===== config.mk =====
export PLATFORM = sky130hd
export DESIGN_NAME = id_entry
export DESIGN_NICKNAME = d
export VERILOG_FILES = /design/src/rtl/id_entry_pkg.sv /design/src/rtl/id_entry_kp_debounce.sv /design/src/rtl/id_entry.sv
export SDC_FILE = /design/constraint.sdc
export NUM_CORES = 1
export LEC_CHECK = 0
export CAP_MARGIN = 0
export CORE_MARGIN = 2
export CORE_UTILIZATION = 40
export DETAILED_ROUTE_END_ITERATION = 8
export PLACE_DENSITY = 0.65
export SYNTH_ARGS = -nofsm -noshare
export SYNTH_HDL_FRONTEND = slang
export SYNTH_SLANG_ARGS = --single-unit

===== constraint.sdc =====
create_clock -name clk -period 2.1 [get_ports clk]
set_input_delay 0.42 -clock clk [delete_from_list [all_inputs] [get_ports clk]]
set_output_delay 0.42 -clock clk [all_outputs]
set_load 0.005 [all_outputs]

===== src/rtl/id_entry_pkg.sv =====
// Shared types for the keypad entry and 7-segment scan blocks.
package id_pkg;

  typedef enum logic [1:0] {IDLE, PRESS, HELD, RELEASE} kp_state_t;

  localparam int NDIGITS = 4;

  typedef logic [3:0] bcd_t;

endpackage


===== src/rtl/id_entry_kp_debounce.sv =====
// Keypad debounce FSM: emits a one-cycle press strobe after DEBOUNCE stable high samples.
module kp_debounce
  import id_pkg::*;
#(
  parameter int DEBOUNCE = 1_000_000
) (
  input  logic      clk,
  input  logic      reset_n,
  input  logic      kpvalid,
  input  bcd_t      kpnum,
  output logic      press,
  output bcd_t      code,
  output kp_state_t state
);

  localparam logic [19:0] CNT_MAX = 20'(DEBOUNCE - 1);

  kp_state_t   state_n;
  logic [19:0] cnt;
  logic [19:0] cnt_n;

  always_ff @(posedge clk or negedge reset_n) begin
    if (!reset_n) begin
      state <= IDLE;
      cnt   <= '0;
    end else begin
      state <= state_n;
      cnt   <= cnt_n;
    end
  end

  // press is combinational so the write lands on the same edge that enters HELD.
  always_comb begin
    state_n = state;
    cnt_n   = cnt;
    press   = 1'b0;
    case (state)
      IDLE: begin
        if (kpvalid) begin
          state_n = PRESS;
          cnt_n   = 20'd1;
        end
      end
      PRESS: begin
        if (!kpvalid) begin
          state_n = IDLE;
          cnt_n   = '0;
        end else if (cnt == CNT_MAX) begin
          state_n = HELD;
          cnt_n   = '0;
          press   = 1'b1;
        end else begin
          cnt_n = cnt + 20'd1;
        end
      end
      HELD: begin
        if (!kpvalid) begin
          state_n = RELEASE;
          cnt_n   = 20'd1;
        end
      end
      RELEASE: begin
        // Going high again here is release bounce: back to HELD, no new strobe.
        if (kpvalid) begin
          state_n = HELD;
          cnt_n   = '0;
        end else if (cnt == CNT_MAX) begin
          state_n = IDLE;
          cnt_n   = '0;
        end else begin
          cnt_n = cnt + 20'd1;
        end
      end
      default: begin
        state_n = IDLE;
        cnt_n   = '0;
      end
    endcase
  end

  assign code = kpnum;

endmodule


===== src/rtl/id_entry.sv =====
// Student-ID entry register: stores up to four debounced keypad digits and flags a match.
module id_entry
  import id_pkg::*;
#(
  parameter int          DEBOUNCE = 1_000_000,
  parameter logic [15:0] EXPECTED = 16'h4800
) (
  input  logic       clk,
  input  logic       reset_n,
  input  logic       kpvalid,
  input  logic [3:0] kpnum,
  input  logic       clear,
  input  logic [1:0] digit,
  output logic [3:0] idnum,
  output logic [2:0] count,
  output logic       full,
  output logic       match,
  output logic       accepted
);

  bcd_t      slot [NDIGITS];
  logic      press;
  bcd_t      code;
  kp_state_t kp_state;
  logic      accept;

  kp_debounce #(
    .DEBOUNCE(DEBOUNCE)
  ) u_debounce (
    .clk     (clk),
    .reset_n (reset_n),
    .kpvalid (kpvalid),
    .kpnum   (kpnum),
    .press   (press),
    .code    (code),
    .state   (kp_state)
  );

  assign full   = (count == 3'(NDIGITS));
  assign accept = press && (code <= 4'd9) && (count < 3'(NDIGITS));

  // clear outranks a simultaneous accept; the debounce FSM is left alone on clear.
  always_ff @(posedge clk or negedge reset_n) begin
    if (!reset_n) begin
      for (int i = 0; i < NDIGITS; i++) slot[i] <= '0;
      count    <= '0;
      accepted <= 1'b0;
      match    <= 1'b0;
    end else if (clear) begin
      for (int i = 0; i < NDIGITS; i++) slot[i] <= '0;
      count    <= '0;
      accepted <= 1'b0;
      match    <= 1'b0;
    end else begin
      accepted <= accept;
      match    <= full && ({slot[0], slot[1], slot[2], slot[3]} == EXPECTED);
      if (accept) begin
        slot[count[1:0]] <= code;
        count            <= count + 3'd1;
      end
    end
  end

  assign idnum = slot[digit];

endmodule


==> flow_metrics.env, run 1 <==
export IMPL_status="finished, final reports clean"
export IMPL_avgRoutedWirePerCell_um=14.91
export IMPL_async_flop_share=1.000
export IMPL_antenna_found_initial=0
export IMPL_via_per_inst=5.477
export IMPL_cts_root_buf="clkbuf_8"
export IMPL_finalClockSkew_ps=8.446
export IMPL_arrival_ps=1610
export IMPL_track_usage=0.1779
export IMPL_antenna_cells=0
export IMPL_final_hold_viol_count=0
export IMPL_final_cell_area_um2=2897
export IMPL_dp_hpwl_um=3655
export IMPL_synth_edff_count=0
export IMPL_cts_clk_slew_worst_paths_ps=90
export IMPL_avgSynthCellArea_um2=10.02
export IMPL_rows=27
export IMPL_cts_buffer_depth=2
export IMPL_vias=1917
export IMPL_coreArea_um2=5507
export IMPL_cts_buffers=5
export IMPL_drtIter0Drc=97
export IMPL_netlist_area_leader_share=0.4712
export IMPL_holdBufCountCts=0
export IMPL_cts_tree="built"
export IMPL_grt_max_degree=33
export IMPL_dpl_cell_area_um2=2684
export IMPL_timing_hold_ws_ps=168.2
export IMPL_p_leak_nw=1.472
export IMPL_ant_nets=0
export IMPL_die_h_um=79.56
export IMPL_ff2ff_setup_slack_ps=90
export IMPL_fp_dieW_um=79.56
export IMPL_synth_top_area_cell="dfrtp_1"
export IMPL_drive_above_1_share=0.1942
export IMPL_finalWirelength_um=5217
export IMPL_synth_seq_cells=43
export IMPL_first_pass_iters=4
export IMPL_slew_headroom=0.4450
export IMPL_die_area_um2=6329
export IMPL_clk_latency_ps=300
export IMPL_htreeDepth=2
export IMPL_netlist_area_um2=2283
export IMPL_max_cap_violations=0
export IMPL_syn_num_nets=243
export IMPL_dp_cells=331
export IMPL_gr_total_overflow=0
export IMPL_final_common_cell="dfrtp_1"
export IMPL_slew_violations=0
export IMPL_instances_no_fill=350
export IMPL_ir_worst_vdd_mv=0.5748
export IMPL_layout_common_cells="dfrtp_1, buf_4, nor2_1"
export IMPL_tightest_slew_ps=829.5
export IMPL_start_util=0.4147
export IMPL_io_pins=20
export IMPL_ys_warn_count=0
export IMPL_path_max_fanout=3
export IMPL_fin_util=0.5260
export IMPL_finalPower_w=0.002181
export IMPL_ys_seq_area_frac=0.4712
export IMPL_critPathKind="reg -> out"
export IMPL_areaGrowthSynthToFinish_pct=26.85
export IMPL_power_density_nw_per_um2=752.8
export IMPL_setup_viol=0
export IMPL_start_kind="register"
export IMPL_min_period_ps=2027
export IMPL_required_ps=1680
export IMPL_hp_class="in -> async"
export IMPL_grt_pass1_vias=1857
export IMPL_max_freq_mhz=493.3
export IMPL_synth_ff_type="dfrtp_1"
export IMPL_cts_sinks=43
export IMPL_synthCells=228
export IMPL_grt_pass1_wl_um=8818
export IMPL_num_nets_final=292
export IMPL_routabilityCongestion=0.8127
export IMPL_synth_area_top_cells="dfrtp_1, mux2i_1, nor2_1, mux4_2, a21oi_1"
export IMPL_place_port_buffers=19
export IMPL_finalCritPeriodShare=0.9654
export IMPL_synth_cell_types=41
export IMPL_drc_errors=0
export IMPL_endpoint_kind="output port"
[report_power, final]
part           internal [W]  total [W]  switching (W)  leakage, nW
Sequential         0.000874   0.000910      0.0000363        0.593
Clock              0.000385   0.000671       0.000286       0.0612
Combinational      0.000232   0.000599       0.000367        0.818
[final timing paths]
check	depth (start not counted)	to	start
min	1	u_debounce.cnt[18]	reset_n
max reg2reg	7	slot[13]	u_debounce.cnt[6]
min in group clk	1	u_debounce.cnt[19]	u_debounce.cnt[19]
max in group asynchronous	2	slot[11]	reset_n
max	2	idnum[0]	slot[0]
min reg2reg	1	u_debounce.cnt[19]	u_debounce.cnt[19]
[cell usage after synthesis, types with 2 or more instances]
master / n
nand2b_1: 3
mux2i_1: 18
nand2_1: 18
dfrtp_1: 43
buf_4: 2
or3_1: 2
a22o_1: 2
nand3_1: 13
nand4_1: 8
clkbuf_1: 6
a31oi_1: 11
inv_1: 7
nor3_1: 4
nor4_1: 4
and4_1: 4
mux4_2: 4
or4_1: 3
o21ai_0: 9
a21oi_1: 14
nor2_1: 28
ha_1: 5
[cell families after synthesis]
kind of cell / after synthesis / share of synthesized area
adder cells (fa/ha/maj): 5 / 0.02740
multiplexers: 23 / 0.1233
AND/OR/NAND/NOR: 96 / 0.2219
AO/OA/AOI/OAI: 44 / 0.1206
buffers and inverters: 15 / 0.02794
XOR/XNOR: 2 / 0.007673
flip-flops: 43 / 0.4712
[registers in the layout, indices dropped and copies added (netlist names), named ones only]
register	cells
u_debounce.state	1
count	3
match	1
accepted	1
u_debounce.cnt	20
slot	16
[final cells by class]
type | instances | area (µm²)
repair buffers | 50 | 434.2
inverters | 7 | 26.28
multi-input cells | 170 | 1152
fillers | 498 | 2610
clock buffers | 6 | 82.58
clock inverters | 2 | 35.03
flip-flops and latches | 43 | 1076
well taps | 72 | 90.09
[metal layers]
layer  share of wire  vias up  GRT usage
li1                -      934          -
met1            0.49      937     0.2610
met2            0.46       40     0.2605
met3           0.033        6    0.02941
met4           0.012        0    0.07241
met5               0        -          0
[worst max-delay path, stage by stage (launching register included)]
cell             delay (ps)
dfrtp_1                 400
mux4_2                  460
clkdlybuf4s50_1         450
[repair_timing]
action,CTS,global route
endpoints found under the setup margin,9,18
pin swaps,1,2
setup buffers,1,10
gates resized for setup,5,7
endpoints found under the hold margin,0,0
[metrics by stage]
step / setup TNS (ps) / setup slack [ps]
after global routing: -4.682 / -4.682
after CTS: 0 / 5.253
after global placement: -1495 / -336.6
after detailed placement: -1807 / -368.3
final: 0 / 72.71
after floorplan: 0 / 77.41
Note: power is estimated with default switching activity, not from simulation.
==> run 2: changes to the inputs <==
--- a/config.mk
+++ b/config.mk
@@ -8,6 +8,7 @@
 export CAP_MARGIN = 0
 export CORE_MARGIN = 2
 export CORE_UTILIZATION = 40
+export CTS_CLUSTER_SIZE = 14
 export DETAILED_ROUTE_END_ITERATION = 8
 export PLACE_DENSITY = 0.65
 export SYNTH_ARGS = -nofsm -noshare
==> results of run 2 <==
The final DEF is identical to that of run 1; final timing and power are the same.
==> run 3: changes to the inputs <==
--- a/config.mk
+++ b/config.mk
@@ -11,6 +11,7 @@
 export CTS_CLUSTER_SIZE = 14
 export DETAILED_ROUTE_END_ITERATION = 8
 export PLACE_DENSITY = 0.65
+export SETUP_SLACK_MARGIN = 0.15
 export SYNTH_ARGS = -nofsm -noshare
 export SYNTH_HDL_FRONTEND = slang
 export SYNTH_SLANG_ARGS = --single-unit
==> run 3 against run 2 <==
Routed wire length grew 1.3%; sequential share of layout area fell by 0.40 points; clock skew is 3.0 ps lower.
==> flow_metrics.env, run 3 (synthesized netlist as in run 1, its figures left out) <==
export IMPL_finalClockSkew_ps=5.437
export IMPL_rows=27
export IMPL_max_cap_violations=0
export IMPL_required_ps=2300
export IMPL_tightest_slew_ps=536.1
export IMPL_io_pins=20
export IMPL_gr_total_overflow=0
export IMPL_slew_headroom=0.6422
export IMPL_hp_class="in -> async"
export IMPL_dp_hpwl_um=3720
export IMPL_regMostFlops="u_debounce.cnt"
export IMPL_min_period_ps=1919
export IMPL_cts_clk_slew_worst_paths_ps=90
export IMPL_drtIter0Drc=71
export IMPL_areaGrowthSynthToFinish_pct=28.22
export IMPL_worstPathCellList="or4_4 -> nor4_4 -> buf_4 -> a21o_4 -> nand2_1 -> mux2_2"
export IMPL_track_usage=0.1855
export IMPL_cts_sinks=43
export IMPL_path_max_fanout=6
export IMPL_routabilityCongestion=0.7862
export IMPL_cts_tree="built"
export IMPL_ir_worst_vdd_mv=0.4927
export IMPL_crit_family="simple AND/OR/NAND/NOR gates"
export IMPL_grt_pass1_wl_um=9039
export IMPL_power_density_nw_per_um2=716.2
export IMPL_cp_num_buf_inv=1
export IMPL_register_area_um2=1076
export IMPL_setup_viol=0
export IMPL_final_common_cell="dfrtp_1"
export IMPL_clk_latency_ps=310
export IMPL_fp_dieW_um=79.56
export IMPL_max_freq_mhz=521.1
export IMPL_fillers=510
export IMPL_status="finished, final reports clean"
export IMPL_first_pass_iters=4
export IMPL_setup_tns_ps=0
export IMPL_num_nets_final=295
export IMPL_holdBufCountCts=0
export IMPL_max_stage_delay_ps=540
export IMPL_via_per_inst=5.433
export IMPL_crit_slowest_cell="or4_4"
export IMPL_grt_pass1_vias=1844
export IMPL_coreArea_um2=5507
export IMPL_arrival_ps=2120
export IMPL_rr_startpoint="u_debounce.cnt[6]"
export IMPL_drive_above_1_share=0.2242
export IMPL_endpoint_kind="register"
export IMPL_reg_top3="u_debounce.cnt x20, slot x16, count x3"
export IMPL_vias=1918
export IMPL_antenna_cells=0
export IMPL_place_port_buffers=19
export IMPL_start_kind="register"
export IMPL_startpoint="u_debounce.cnt[6]"
export IMPL_drc_errors=0
export IMPL_die_h_um=79.56
export IMPL_p_leak_nw=1.424
export IMPL_ant_nets=0
export IMPL_final_hold_viol_count=0
export IMPL_antenna_found_initial=0
export IMPL_cts_root_buf="clkbuf_8"
export IMPL_critPathKind="reg -> reg"
export IMPL_largest_reg_flops=20
export IMPL_dp_cells=330
export IMPL_finalWirelength_um=5283
export IMPL_die_area_um2=6329
export IMPL_grt_max_degree=28
export IMPL_cts_buffer_depth=2
export IMPL_multi_input_area_um2=1175
export IMPL_layout_common_cells="dfrtp_1, buf_4, nor2_1"
export IMPL_htreeDepth=2
export IMPL_cts_buffers=5
export IMPL_avgRoutedWirePerCell_um=14.97
export IMPL_slew_violations=0
export IMPL_finalCritPeriodShare=0.9138
export IMPL_rsz0062_at_grt="yes"
export IMPL_instances_no_fill=353
export IMPL_start_util=0.4147
run 3: path summary, 6_finish.rpt:
check / endpoint / slack [ps] / cells after the start
max: register / 180 / 6
min: u_debounce.cnt[19] / 80 / 1
max reg2reg: register / 180 / 6
min reg2reg: u_debounce.cnt[19] / 510 / 1
max in group asynchronous: u_debounce.cnt[7] / 1520 / 2
min in group clk: u_debounce.cnt[19] / 510 / 1
run 3: cell type report:
| cell class | instances | share of cell area |
|---|---|---|
| multi-input combinational | 170 | 0.4013 |
| clock buffer | 5 | 0.02350 |
| timing repair buffer | 53 | 0.1598 |
| tap | 72 | 0.03077 |
| clock inverter | 3 | 0.008120 |
| inverter | 7 | 0.008974 |
| sequential | 43 | 0.3675 |
run 3: repair_timing:
item | in CTS | in global routing
cloned | 0 | 0
setup endpoints to repair | 22 | 29
pin swaps | 3 | 9
hold endpoints to repair | 0 | 0
resized for setup | 14 | 8
buffers inserted | 12 | 3
run 3: worst reg2reg max path, delay by kind of cell, from the launching register on:
kind	cells	cell delay [ps]
AND/OR/NAND/NOR	3	790
flip-flops	1	390
multiplexers	1	270
buffers and inverters	1	200
AO/OA/AOI/OAI	1	160
run 3: through the flow:
stage,total power [W],cell area (µm²),hold WS (ps),utilization,worst slack [ps]
2_1_floorplan,0.001316,2288,124.4,-,102.0
3_3_place_gp,0.001506,2693,418.2,0.4890,-338.6
3_5_place_dp,0.001516,2693,417.4,0.4890,-359.2
4_1_cts,0.002100,2868,80.07,0.5208,121.9
5_1_grt,0.002239,2928,100.6,0.5317,96.68
6_report,0.002097,2928,75.69,0.5317,181.0
run 3: power by group:
| group | switching [W] | internal (W) | total [W] | leakage, nW |
|---|---|---|---|---|
| logic | 0.000365 | 0.000252 | 0.000617 | 0.790 |
| clock network | 0.000322 | 0.000238 | 0.000560 | 0.0408 |
| registers | 0.0000461 | 0.000874 | 0.000920 | 0.593 |
| total | 0.000733 | 0.00136 | 0.00210 | 1.42 |
run 3: routing by layer:
layer	share of wire	up-vias	track usage
met1	0.50	935	0.2718
met4	0.0064	0	0.05517
met2	0.46	38	0.2765
met3	0.037	2	0.03733
li1	-	943	-
met5	0	-	0
